File: config.mk
export PLATFORM = sky130hd
export DESIGN_NAME = handshake_ctrl
export DESIGN_NICKNAME = d
export VERILOG_FILES = /design/src/rtl/handshake_ctrl.sv
export SDC_FILE = /design/constraint.sdc
export NUM_CORES = 1
export LEC_CHECK = 0
export CORE_MARGIN = 10
export CORE_UTILIZATION = 50
export CTS_CLUSTER_SIZE = 40
export DETAILED_ROUTE_END_ITERATION = 7
export PLACE_DENSITY = 0.88
export SYNTH_ARGS = -nofsm -noshare
export SYNTH_HDL_FRONTEND = slang
export SYNTH_SLANG_ARGS = --single-unit
File: constraint.sdc
create_clock -name Clock -period 2.7 [get_ports Clock]
set_clock_uncertainty 0.2 [all_clocks]
set_input_delay 0.54 -clock Clock [delete_from_list [all_inputs] [get_ports Clock]]
set_output_delay 0.54 -clock Clock [all_outputs]
set_load 0.01 [all_outputs]
File: src/rtl/handshake_ctrl.sv
// rtl/handshake_ctrl.sv - picoMips input-handshake sequencer with sync, debounce and operand snapshot
module handshake_ctrl #(
  parameter int SYNC_STAGES     = 2,
  parameter int DEBOUNCE_CYCLES = 16,
  parameter int CNT_W           = 5
) (
  input  logic       Clock,
  input  logic       nReset,
  input  logic       HandshakeIn,
  input  logic [7:0] SwIn,
  input  logic       WaitReq,
  output logic       Go,
  output logic [7:0] SwData,
  output logic       Pending,
  output logic [7:0] PressCount
);

  typedef enum logic [2:0] {
    ST_IDLE     = 3'd0,
    ST_PRESS_DB = 3'd1,
    ST_ARMED    = 3'd2,
    ST_GO       = 3'd3,
    ST_REL_WAIT = 3'd4,
    ST_REL_DB   = 3'd5
  } state_t;

  localparam logic [CNT_W-1:0] CNT_LAST = CNT_W'(DEBOUNCE_CYCLES - 1);

  logic [SYNC_STAGES-1:0]      hs_sync_q, hs_sync_d;
  logic [SYNC_STAGES-1:0][7:0] sw_sync_q, sw_sync_d;
  logic                        hs_s;
  logic [7:0]                  sw_s;

  state_t          state_q, state_d;
  logic [CNT_W-1:0] cnt_q, cnt_d;
  logic [7:0]      sw_data_q, sw_data_d;
  logic [7:0]      press_count_q, press_count_d;

  // Synchroniser shift: the raw inputs enter at bit 0, the settled copy leaves at the top bit.
  always_comb begin
    hs_sync_d = {hs_sync_q[SYNC_STAGES-2:0], HandshakeIn};
    sw_sync_d = {sw_sync_q[SYNC_STAGES-2:0], SwIn};
  end

  assign hs_s = hs_sync_q[SYNC_STAGES-1];
  assign sw_s = sw_sync_q[SYNC_STAGES-1];

  // Synchroniser flops; cleared on reset so a stale switch level is never seen as a press.
  always_ff @(posedge Clock or negedge nReset) begin
    if (!nReset) begin
      hs_sync_q <= '0;
      sw_sync_q <= '0;
    end else begin
      hs_sync_q <= hs_sync_d;
      sw_sync_q <= sw_sync_d;
    end
  end

  // Press/release sequencing: debounce both edges, hold the press until the core waits, pulse Go once.
  always_comb begin
    state_d       = state_q;
    cnt_d         = cnt_q;
    sw_data_d     = sw_data_q;
    press_count_d = press_count_q;
    case (state_q)
      ST_IDLE: begin
        if (hs_s) begin
          state_d = ST_PRESS_DB;
          cnt_d   = '0;
        end
      end
      ST_PRESS_DB: begin
        if (!hs_s) begin
          state_d = ST_IDLE;
        end else if (cnt_q == CNT_LAST) begin
          state_d   = ST_ARMED;
          sw_data_d = sw_s;
        end else begin
          cnt_d = cnt_q + CNT_W'(1);
        end
      end
      ST_ARMED: begin
        // An early release is deliberately ignored here and picked up in REL_WAIT.
        if (WaitReq) begin
          state_d = ST_GO;
        end
      end
      ST_GO: begin
        press_count_d = press_count_q + 8'd1;
        state_d       = ST_REL_WAIT;
      end
      ST_REL_WAIT: begin
        if (!hs_s) begin
          state_d = ST_REL_DB;
          cnt_d   = '0;
        end
      end
      ST_REL_DB: begin
        if (hs_s) begin
          state_d = ST_REL_WAIT;
        end else if (cnt_q == CNT_LAST) begin
          state_d = ST_IDLE;
        end else begin
          cnt_d = cnt_q + CNT_W'(1);
        end
      end
      default: begin
        state_d = ST_IDLE;
        cnt_d   = '0;
      end
    endcase
  end

  // Sequencer state, debounce counter, operand snapshot and Go counter.
  always_ff @(posedge Clock or negedge nReset) begin
    if (!nReset) begin
      state_q       <= ST_IDLE;
      cnt_q         <= '0;
      sw_data_q     <= 8'h00;
      press_count_q <= 8'h00;
    end else begin
      state_q       <= state_d;
      cnt_q         <= cnt_d;
      sw_data_q     <= sw_data_d;
      press_count_q <= press_count_d;
    end
  end

  // Moore outputs decoded straight from the state register so reset clears them immediately.
  always_comb begin
    Go         = (state_q == ST_GO);
    Pending    = (state_q == ST_ARMED);
    SwData     = sw_data_q;
    PressCount = press_count_q;
  end

endmodule
Yosys cells after proc, flatten, opt, wreduce, memory -nomap -nowiden
Index checks and enable logic that the tools add are counted.

word-level totals
  flip-flop bits (word level) = 42
  input bits = 12

cells by class
  add/subtract/negate cells = 2
  eq/ne operators = 13
  muxes and demuxes = 14
  bitwise gates (word level) = 1
  reductions and logical operators = 5

operator list
  kind                                                                   number
  5-bit 2-to-1 mux                                                       5
  5-bit one-hot mux with 5 select lines                                  1
  3-bit 2-to-1 mux                                                       7
  3-bit one-hot mux with 6 select lines                                  1
  2-bit inequality test, second input constant                           5
  5-bit AND reduction                                                    2
  8-bit by 1-bit adder with 8-bit output, second input constant          1
  3-bit by 2-bit equality test with 1-bit output, second input constant  2
  3-bit equality test, second input constant                             2
  3-bit inequality test, second input constant                           2
  5-bit by 1-bit adder with 5-bit output, second input constant          1
  5-bit by 4-bit equality test with 1-bit output, second input constant  1
  3-bit by 1-bit equality test with 1-bit output, second input constant  1
  3-bit zero test                                                        1
  3-bit AND reduction                                                    1
  2-bit OR reduction                                                     1
  1-bit inverter                                                         1

Logic depth before layout (Yosys ltp)
  depth in word-level cells = 4
  mapped depth = 7
  depth with buffers taken out = 6

Worst setup path before layout
Ideal clock, no wire load.

  path type = register -> register
  from = register cnt_q[0]
  to = register cnt_q[4]
  arrival time = 1.791 ns
  data required time = 2.417 ns
  path slack = 0.626 ns
  stages on the path, launching flop included = 8
  buffers on the path = 1
  period minus slack after synthesis = 2.074 ns
  cell sequence = dfrtp_1 > ha_1 > and3_1 > ha_1 > and3_1 > clkbuf_1 > or4_1 > o21ai_0

on the way
  cells in the longest elaborated chain, start to end = 4

ends and longest elaborated chain
  element                                                                                                   line     text
  start, declared                                                                                           35       logic [CNT_W-1:0] cnt_q, cnt_d;
  start signal, assigned                                                                                    123      cnt_q <= cnt_d;
  5-bit by 1-bit adder with 5-bit output or 5-bit by 4-bit equality test with 1-bit output (tied branches)  -
  5-bit 2-to-1 mux (*)                                                                                      75, 101
  5-bit 2-to-1 mux, on equally long branches                                                                99, 73
  5-bit one-hot mux with 5 select lines (*)                                                                 65       case (state_q)

Mark *: on every way between the ends. The rest lies on a longest branch, timed or not. The select of a mux whose other input is x is not followed.
A chain may end at the register's enable or synchronous reset.

Worst setup path in the final report
  from = register state_q[2]
  to = output port Go

on the way
  cells in the longest elaborated chain, start to end = 1

ends and longest elaborated chain
  element                                         line  text
  start, declared                                 34    state_t state_q, state_d;
  start signal, assigned                          122   state_q <= state_d;
  3-bit by 2-bit equality test with 1-bit output  131   Go = (state_q == ST_GO);
  end, declared                                   12    output logic Go,

Every way passes these cells.

==> impl_metrics.env <==
export IMPL_place_congestion=0.790
export IMPL_multiInputGateArea_um2=503
export IMPL_cp_end_kind="primary output"
export IMPL_synth_area_leaders="dfrtp_1, mux2_2, xnor2_1"
export IMPL_synth_top_family_by_area="simple AND/OR/NAND/NOR gates"
export IMPL_drv_slew=0
export IMPL_period_needed_ns=2.59
export IMPL_ys_flop_type="dfrtp_1"
export IMPL_htree_levels=2
export IMPL_cts_sinks=42
export IMPL_worstMarginPinSlew_ns=0.868
export IMPL_synth_seq_cells=42
export IMPL_cts_inserted_buffers=5
export IMPL_grt_pass1_wl_mm=5.00
export IMPL_pin_count=30
export IMPL_synth_compound_area_share_pct=4.80
export IMPL_cp_max_fo=9
export IMPL_synthAdderAreaFrac_pct=3.14
export IMPL_synth_seq_area_share_pct=66.0
export IMPL_status="finished clean"
export IMPL_die_width_um=76.4
export IMPL_synth_area_um2=1590
export IMPL_num_vias=1001
export IMPL_synth_top_area_cell="dfrtp_1"
export IMPL_avgSynthCellArea_um2=13.5
export IMPL_die_h_um=76.4
export IMPL_rsz0062_at_grt="false"
export IMPL_drv_cap=0
export IMPL_insertion_delay_ns=0.35
export IMPL_dp_hpwl_mm=2.12
export IMPL_p_total_mw=1.10
export IMPL_synth_mux_area_share_pct=6.37
export IMPL_drt_first_pass_iters=4
export IMPL_synthXorXnorAreaFrac_pct=3.85
export IMPL_num_fill_cells=248
export IMPL_synth_warnings=0
export IMPL_fin_crit_sh_pct=96.0
export IMPL_finalSetupViolCount=0
export IMPL_cts_path_max_buffers=2
export IMPL_drive_gt1_share_pct=14.5
export IMPL_cp_arrival_ns=1.85
export IMPL_syn_inst=118
export IMPL_whs_ns=0.0945
export IMPL_final_hold_viol_count=0
export IMPL_max_freq_mhz=386
export IMPL_initial_core_util_pct=52.1
export IMPL_fin_setup_tns_ns=0
export IMPL_grt_pass1_vias=1045
export IMPL_drt_total_wl_mm=2.91
export IMPL_p_leak_nw=0.910
export IMPL_yosys_top_cells_count="dfrtp_1, mux2_2, nand2_1"
export IMPL_max_vdd_ir_drop_v=0.000305
export IMPL_synthDistinctLibCells=27
export IMPL_fin_nets=167
export IMPL_ff_latch_area_um2=1050
export IMPL_dieArea_um2=5840
export IMPL_grt_overflow_total=0
export IMPL_cp_required_ns=1.96
export IMPL_grt_start_max_net_pins=43
export IMPL_drt_antenna_violating_nets=0
export IMPL_numPortBuffers=29
export IMPL_async_reset_ff_share_pct=100
export IMPL_fp_coreArea_um2=3050
export IMPL_synth_top_cell_area_share_pct=66.0
export IMPL_drtIter0Drc=79
export IMPL_viasPerCell=5.11
export IMPL_cts_tree="built"
export IMPL_cts_root_buf="clkbuf_4"
export IMPL_timing_worst_setup_path_type="reg2out"
export IMPL_synth_nets=134
export IMPL_drc_errors=0
export IMPL_hp_class="in2async"
export IMPL_avgRoutedWirePerCell_um=14.9
export IMPL_synth_simple_area_share_pct=13.4
export IMPL_antenna_cells=0
export IMPL_cts_clk_slew_worst_paths_ns=0.11
export IMPL_worstSetupStartpointType="register"
export IMPL_powerDensity_nw_per_um2=552
export IMPL_grtUsageTotal_pct=10.8
export IMPL_antenna_found_initial=0
export IMPL_rows=20
export IMPL_synth_most_common_cell="dfrtp_1"
export IMPL_synth_edf_count=0
export IMPL_syn_to_final_growth_pct=25.2
export IMPL_relSlewSlack_pct=42.1
[repair_timing]
action | CTS | global route
gates resized for setup | 0 | 1
hold buffers | 0 | 0
buffers inserted | 0 | 1
setup endpoints to repair | 0 | 1
[cells in the final DEF, fill, tap and decap left out, drive strengths merged, types with 3 or more instances in the layout]
| master | instances |
|---|---|
| ha | 4 |
| nor2b | 3 |
| o21ai | 6 |
| nand2b | 4 |
| dfrtp | 42 |
| nor2 | 6 |
| nand2 | 8 |
| clkbuf | 6 |
| xnor2 | 6 |
| nand3 | 4 |
| inv | 3 |
| mux2 | 9 |
| and3 | 3 |
| clkdlybuf4s50 | 28 |
[logic make-up after synthesis]
family / Yosys count
flops: 42
simple gates: 37
compound gates: 12
mux: 9
xor+xnor: 7
buf+inv: 7
fa+ha+maj: 4
[final timing paths]
kind | from | endpoint | slack (ns) | depth (start not counted)
setup / recovery | state_q[2] | Go | 0.11 | 3
hold / removal | nReset | PressCount[2] | 0.09 | 1
setup reg to reg | cnt_q[0] | cnt_q[3] | 0.56 | 6
hold reg to reg | sw_sync_d[14] | sw_s[6] | 0.16 | 0
max in group asynchronous | nReset | state_q[1] | 1.62 | 1
min in group Clock | sw_sync_d[14] | sw_s[6] | 0.16 | 0
[registers in the layout, indices dropped and copies added, names as in the netlist]
name	flops
PressCount	8
state_q	3
hs_sync_q	2
cnt_q	5
SwData	8
sw_s	8
sw_sync_d	8
[layer usage]
layer,global-route usage (%),share of wire [%]
met5,0,0
met4,5.02,1.8
met3,6.25,8.8
met2,17.1,48
met1,11.3,42
[per-stage QoR]
stage / worst slack (ns) / cells / area [um^2] / util [%]
detailed placement: 0.463 / 187 / 1910 / 62.4
finish: 0.108 / 196 / 1990 / 65.3
global route: 0.00903 / 196 / 1990 / 65.3
global placement: 0.495 / 187 / 1910 / 62.4
CTS: 0.0458 / 195 / 1980 / 65.0
floorplan: 0.626 / 118 / 1590 / -
[power breakdown]
group	leakage (nW)	switching (mW)	internal (mW)
clock	0.0385	0.194	0.195
combinational	0.333	0.0243	0.0245
sequential	0.539	0.0122	0.650
[worst max-delay path, cell delays in order, from the launching register on]
cell             delay (ns)
dfrtp_1                0.49
nand3b_1               0.29
inv_1                  0.17
clkdlybuf4s50_1        0.56
[cell type report]
cell class                      count  share of cell area (%)
Multi-Input combinational cell     69                    25.2
Clock inverter                      2                    1.88
Tap cell                           44                    2.76
Sequential cell                    42                    52.8
Inverter                            3                   0.565
Clock buffer                        6                    2.07
Timing Repair Buffer               30                    14.7
(Power assumes the default switching activity.)
